<file path="config.mk">
export PLATFORM = sky130hd
export DESIGN_NAME = bin2bcd_conv
export DESIGN_NICKNAME = d
export VERILOG_FILES = /design/src/rtl/bin2bcd_conv.sv
export SDC_FILE = /design/constraint.sdc
export NUM_CORES = 1
export LEC_CHECK = 0
export ABC_AREA = 1
export CORE_ASPECT_RATIO = 0.9
export CORE_MARGIN = 2
export CORE_UTILIZATION = 39
export CTS_CLUSTER_DIAMETER = 80
export CTS_CLUSTER_SIZE = 30
export DETAILED_ROUTE_END_ITERATION = 6
export GPL_TIMING_DRIVEN = 0
export PLACE_DENSITY_LB_ADDON = 0.12
export SETUP_SLACK_MARGIN = 0.15
export SYNTH_ARGS = -nofsm -noshare
export SYNTH_HDL_FRONTEND = slang
export SYNTH_SLANG_ARGS = --single-unit
</file>
<file path="constraint.sdc">
create_clock -name i_clk -period 1.2 [get_ports i_clk]
set_input_delay 0.18 -clock i_clk [delete_from_list [all_inputs] [get_ports i_clk]]
set_output_delay 0.18 -clock i_clk [all_outputs]
set_load 0.005 [all_outputs]
</file>
<file path="src/rtl/bin2bcd_conv.sv">
// Binary-to-BCD converter using shift-and-add-3 (double dabble), one bit per cycle,
// with valid/ready handshakes on both sides and an optional signed (sign-magnitude) mode.
module bin2bcd_conv #(
   parameter int unsigned BIN_W  = 16,
   parameter int unsigned DIGITS = 5,
   parameter int unsigned SIGNED = 0
) (
   input  logic                  i_clk,
   input  logic                  i_rst,
   input  logic                  i_in_valid,
   output logic                  o_in_ready,
   input  logic [BIN_W-1:0]      i_bin_in,
   output logic                  o_out_valid,
   input  logic                  i_out_ready,
   output logic [4*DIGITS-1:0]   o_bcd_out,
   output logic                  o_sign_out,
   output logic                  o_busy
);

   localparam int unsigned CNT_W      = (BIN_W > 1) ? $clog2(BIN_W) : 1;
   // ceil(BIN_W * log10(2)) in integer arithmetic
   localparam int unsigned MIN_DIGITS = (BIN_W * 30103 + 99999) / 100000;

   if (DIGITS < MIN_DIGITS) begin : g_digits_check
      $error("bin2bcd_conv: DIGITS too small for BIN_W");
   end

   typedef enum logic [1:0] {StIdle, StShift, StHold} state_e;

   state_e                r_state;
   state_e                w_state_next;
   logic [BIN_W-1:0]      r_mag;
   logic [4*DIGITS-1:0]   r_dig;
   logic [CNT_W-1:0]      r_cnt;
   logic                  r_sign_pend;
   logic [4*DIGITS-1:0]   r_bcd;
   logic                  r_sign;

   logic                  w_in_ready;
   logic                  w_accept;
   logic                  w_last;
   logic                  w_neg;
   logic [BIN_W-1:0]      w_mag_load;
   logic [4*DIGITS-1:0]   w_corr;
   logic [4*DIGITS-1:0]   w_shift;

   assign w_in_ready = (r_state == StIdle) | ((r_state == StHold) & i_out_ready);
   assign w_accept   = i_in_valid & w_in_ready;
   assign w_last     = (r_cnt == CNT_W'(BIN_W - 1));
   assign w_neg      = (SIGNED != 0) & i_bin_in[BIN_W-1];
   // Negation wraps the minimum value onto 2^(BIN_W-1), which is the correct magnitude.
   assign w_mag_load = w_neg ? (~i_bin_in + BIN_W'(1)) : i_bin_in;

   always_comb begin
      w_corr = '0;
      for (int i = 0; i < int'(DIGITS); i++) begin
         logic [3:0] d;
         d = r_dig[4*i +: 4];
         w_corr[4*i +: 4] = (d >= 4'd5) ? (d + 4'd3) : d;
      end
   end

   assign w_shift = (w_corr << 1) | {{(4*DIGITS-1){1'b0}}, r_mag[BIN_W-1]};

   always_ff @(posedge i_clk) begin
      if (i_rst) begin
         r_state <= StIdle;
      end else begin
         r_state <= w_state_next;
      end
   end

   always_comb begin
      w_state_next = r_state;
      unique case (r_state)
         StIdle:  if (w_accept) w_state_next = StShift;
         StShift: if (w_last) w_state_next = StHold;
         StHold: begin
            if (w_accept) begin
               w_state_next = StShift;
            end else if (i_out_ready) begin
               w_state_next = StIdle;
            end
         end
         default: w_state_next = StIdle;
      endcase
   end

   always_comb begin
      o_in_ready  = w_in_ready;
      o_out_valid = (r_state == StHold);
      o_busy      = (r_state == StShift);
      o_bcd_out   = r_bcd;
      o_sign_out  = (SIGNED != 0) ? r_sign : 1'b0;
   end

   always_ff @(posedge i_clk) begin
      if (i_rst) begin
         r_mag       <= '0;
         r_dig       <= '0;
         r_cnt       <= '0;
         r_sign_pend <= 1'b0;
         r_bcd       <= '0;
         r_sign      <= 1'b0;
      end else if (w_accept) begin
         r_mag       <= w_mag_load;
         r_dig       <= '0;
         r_cnt       <= '0;
         r_sign_pend <= w_neg;
      end else if (r_state == StShift) begin
         r_mag <= r_mag << 1;
         r_dig <= w_shift;
         r_cnt <= r_cnt + 1'b1;
         if (w_last) begin
            r_bcd  <= w_shift;
            r_sign <= r_sign_pend;
         end
      end
   end

endmodule

</file>
---- After elaboration in Yosys (flattened, before gate mapping) ----
Cells that the tools add are included.
cells by class
  equality and inequality tests ........... 6
  multiplexer cells ....................... 12
  bitwise gates (word level) .............. 5
  add/subtract/negate cells ............... 6
  order comparisons ....................... 5
  reductions and logical operators ........ 5
operators by type and width
  kind                                                  number
  two-way mux 16 bit                                    2
  >= comparator 4 x 3 -> 1 bit (second input constant)  5
  bitwise OR 20 x 1 -> 20 bit                           1
  adder 4 x 2 -> 4 bit (second input constant)          4
  two-way mux 4 bit                                     4
  two-way mux 2 bit                                     4
  one-hot mux 2 bit (3 select lines)                    1
  AND reduction 3 bit                                   2
  adder 4 x 1 -> 4 bit (second input constant)          1
  equality test 4 bit (second input constant)           1
  adder 3 x 2 -> 3 bit (second input constant)          1
  two-way mux 3 bit                                     1
  != test 3 x 1 -> 1 bit (second input constant)        1
  bitwise AND 1 bit                                     2
  equality test 2 x 1 -> 1 bit (second input constant)  1
  equality test 2 bit (second input constant)           1
  zero test 2 bit                                       1
  != test 2 x 1 -> 1 bit (second input constant)        1
  != test 2 bit (second input constant)                 1
  nonzero test 2 bit                                    1
  OR reduction 2 bit                                    1
  inverter 1 bit                                        1
  bitwise OR 1 bit                                      1
word-level totals
  input bits .............................. 20
  word-level logic and storage cells ...... 44
  flip-flop bits (word level) ............. 62

---- Logic depth before layout (Yosys ltp) ----
  word-level depth ........................ 6
  depth in mapped cells ................... 9

---- Worst setup path before layout ----
No wires, ideal clock.
  path kind ............................... register to register
  from .................................... register r_cnt[0]
  to ...................................... register r_bcd[16] (netlist: o_bcd_out[16])
  path buffers ............................ 2
  arrival ................................. 1.191 ns
  setup slack ............................. -0.099 ns
  cell stages (with the launch flop) ...... 9
  library setup time ...................... 0.109 ns
  required time ........................... 1.091 ns
  path through ............................ dfxtp_1 ha_1 nand3_1 nor2_2 buf_4 buf_6 nand3_1 nand2_1 inv_1
between the ends
  longest elaborated chain between the ends .. 2
RTL lines
  item                           line  source
  start, declared                34    logic [CNT_W-1:0] r_cnt;
  start signal, assigned         113   r_cnt <= r_cnt + 1'b1;
  equality test 4 bit            49    assign w_last = (r_cnt == CNT_W'(BIN_W - 1));
  AND reduction 3 bit (no line)  -
  end signal, assigned           115   r_bcd <= w_shift;
  end, declared                  36    logic [4*DIGITS-1:0] r_bcd;
Every way passes these cells.
A chain may end at the register's enable or synchronous reset.

---- Final worst setup path ----
  from .................................... register r_state[0]
  to ...................................... output port o_busy
between the ends
  longest elaborated chain between the ends .. 1
RTL lines
  item                          line  source
  start, declared               30    state_e r_state;
  start signal, assigned        67    r_state <= StIdle;
  start signal, assigned        69    r_state <= w_state_next;
  equality test 2 x 1 -> 1 bit  92    o_busy = (r_state == StShift);
  end, declared                 17    output logic o_busy
Every way passes these cells.

==> results.py <==
metrics = {
    "yosys": {
        "syn-cell-area_um2": 3280,
        "yosysSeqAreaShare_pct": 37.8,
        "syn_inst": 510,
        "yosys_warnings": 0,
        "synth_edf_count": 0,
        "async_reset_ff_share_pct": 0,
        "synthFlopType": "dfxtp_1",
        "yosys_register_bits": 62,
        "synth.distinct_cells": 21,
        "synth_nets": 541,
        "syn_avg_cell_area_um2": 6.43,
    },
    "sta": {
        "report.final.slew_viol_count": 0,
        "finalClockSkew_ps": 9.91,
        "grt_setup_unrepaired": "true",
        "slew_headroom_pct": 61.5,
        "finalWorstSetupSlack_ps": -149,
        "finalSetupViolations": 56,
        "min_period_ps": 1350,
        "hold_ws_ps": 284,
        "finalCritPeriodShare_pct": 112,
        "worst_slew_pin_slew_ps": 577,
        "final_hold_viol_count": 0,
        "clock.fmax_ghz": 0.742,
        "fin_tns_setup_ps": -4050,
    },
    "power_and_ir_drop": {
        "leakagePower_nw": 2.29,
        "cellPowerDensity_nw_per_um2": 995,
        "vdd.ir_drop.worst_mv": 0.561,
    },
    "outcome": {
        "violations": "setup timing",
        "status": "complete, but fails checks",
    },
    "floorplan": {
        "die_w_um": 101,
        "core_area_um2": 8110,
        "placementRows": 31,
        "io_pins": 44,
        "die_h_um": 91.0,
        "dieArea_um2": 9160,
        "initial_utilization_pct": 40.5,
    },
    "critical_path": {
        "crit_required_ps": 1020,
        "cp-end-kind": "output port",
        "worstPathCellList": "inv_6 -> nor2_4 -> buf_8 -> buf_6",
        "startpoint_type": "register",
        "worst-setup-path-type": "reg2out",
        "arrival_ps": 1170,
        "cpPeakStageDelay_ps": 410,
        "worstRegToRegCells": 8,
        "crit_slowest_cell": "dfxtp_4",
        "worst-path-max-fanout": 4,
    },
    "placement": {
        "placed_area_um2": 4000,
        "port-buffer-count": 40,
        "gp_congestion": 0.808,
        "dp_slack_ps": -402,
        "dp_hpwl_um": 5830,
    },
    "global_routing": {
        "grt_pass1_vias": 3141,
        "grt_antenna_before_repair": 0,
        "track_usage_pct": 20.4,
        "grt_overflow": 0,
        "grt_max_degree": 11,
        "grt_first_pass_wirelength_um": 14800,
    },
    "route": {
        "wire_per_inst_um": 13.9,
        "drt_pass1_iterations": 5,
        "num_vias": 3507,
        "vias_per_cell": 5.02,
        "totalWireLength_um": 9680,
        "drc": 0,
        "ant_nets": 0,
        "first_iter_violations": 172,
    },
    "worst_hold_path": {
        "min_delay_path_depth": 4,
        "hold_class": "in2reg",
    },
    "cts": {
        "clkTransAtPathRegs_ps": 70,
        "clock_latency_ps": 350,
        "cts-root-buf": "clkbuf_8",
        "h-tree-depth": 3,
        "clockBufferDepth": 2,
        "cts_buffers": 9,
        "clock-sinks": 62,
        "holdBufCountCts": 0,
        "cts_tree": "done",
    },
    "cells_and_area": {
        "nets": 625,
        "multi_input_area_um2": 1950,
        "layout-drive-gt1-share_pct": 34.4,
        "num_antenna_cells": 0,
        "regArea_um2": 1290,
        "fillerInstances": 744,
        "area_growth_pct": 47.6,
        "final_cell_area_um2": 4840,
    },
    "job": {
        "cap_violations": 0,
    },
}
==> timing repair <==
item	in CTS	in global routing
pin swaps	3	26
gates resized for setup	147	57
hold endpoints to repair	0	0
setup endpoints to repair	85	67
buffers inserted	12	12
cloned	3	6
==> final timing paths <==
check,slack (ps),to,from
worst min register to register,470,r_dig[19]$_SDFFE_PP0P_,r_dig[19]$_SDFFE_PP0P_
worst min-delay path,280,o_bcd_out[5]$_SDFFE_PP0P_,i_rst
worst max-delay path,-150,o_busy,r_state[0]$_SDFFE_PP0P_
worst max register to register,-110,r_state[1]$_SDFFE_PP0P_,r_state[1]$_SDFFE_PP0P_
==> metrics by stage <==
| step | utilization, % | power [mW] | cells |
|---|---|---|---|
| 2_1_floorplan | - | 2.73 | 510 |
| 3_3_place_gp | 49.4 | 2.92 | 649 |
| 3_5_place_dp | 49.4 | 2.94 | 649 |
| 4_1_cts | 54.3 | 4.65 | 680 |
| 5_1_grt | 59.7 | 5.06 | 698 |
| 6_report | 59.7 | 4.82 | 698 |
==> synth_stat cells (2+ instances only) <==
cell type | number | area [µm²]
inv_2 | 2 | 7.51
buf_2 | 14 | 70.1
buf_4 | 2 | 15.0
nor2_1 | 70 | 263
nand4_1 | 25 | 156
nand2_1 | 119 | 447
inv_1 | 78 | 293
buf_1 | 2 | 7.51
nand2_2 | 3 | 18.8
dfxtp_1 | 62 | 1240
nand3_1 | 62 | 310
o21ai_0 | 16 | 80.1
clkbuf_1 | 6 | 22.5
ha_1 | 11 | 138
a21oi_1 | 32 | 160
==> flip-flops by register name, indices dropped and copies added, names as in the netlist <==
name and cells:
r_dig 20, r_cnt 4, o_bcd_out 20, r_state 2
r_mag 16
==> worst max-delay path, delay by kind of cell, from the launching register on <==
family	cells	cell delay, ps
and+or+nand+nor	1	150
DFF	1	410
buffers and inverters	3	250
==> layout make-up <==
| cell class | instances | share of cell area [%] |
|---|---|---|
| buffer | 25 | 5.30 |
| multi-input combinational | 343 | 40.3 |
| sequential | 62 | 26.7 |
| tap | 99 | 2.56 |
| inverter | 80 | 6.36 |
| timing repair buffer | 73 | 15.5 |
| clock inverter | 1 | 0.103 |
| clock buffer | 15 | 3.23 |
==> layer usage <==
layer	up-vias	GRT usage (%)	wire length, µm
li1	1787	-	-
met1	1609	26.9	4340
met2	88	33.2	4580
met3	23	5.16	558
met4	0	4.79	192
met5	-	0	0
==> power by group <==
group / leakage, nW / switching [mW] / internal, mW
registers: 0.522 / 0.0812 / 2.14
logic: 1.68 / 0.510 / 0.469
clock network: 0.0817 / 0.808 / 0.808
==> cells in the final DEF (no fill, tap or decap), types with 2 or more instances in the layout <==
cell type          n
dfxtp_4            3
dfxtp_2           31
buf_6             11
nor2_2            12
nand4_1           25
clkbuf_2           2
nor2_1            54
ha_1               5
clkbuf_8          10
dfxtp_1           28
nor2_4             6
buf_4             19
inv_2             11
nand3_4            4
o21ai_0           15
a21oi_2           10
nand2_1          100
nand3_2           11
buf_12             6
ha_4               3
a21oi_1           22
ha_2               3
clkbuf_16          6
buf_2             23
buf_16             2
nand3_1           48
clkdlybuf4s50_1   17
inv_1             67
buf_8              6
clkbuf_1           9
nand2_2           16
nand2_4            5
==> kinds of logic after synthesis <==
family          count (synthesis)  share of synthesized area, %
flops                          62                          37.8
other cells                     1                         0.114
fa+ha+maj                      11                          4.20
simple gates                  282                          37.3
compound gates                 49                          7.55
buf+inv                       105                          13.0
(Power assumes the default switching activity.)
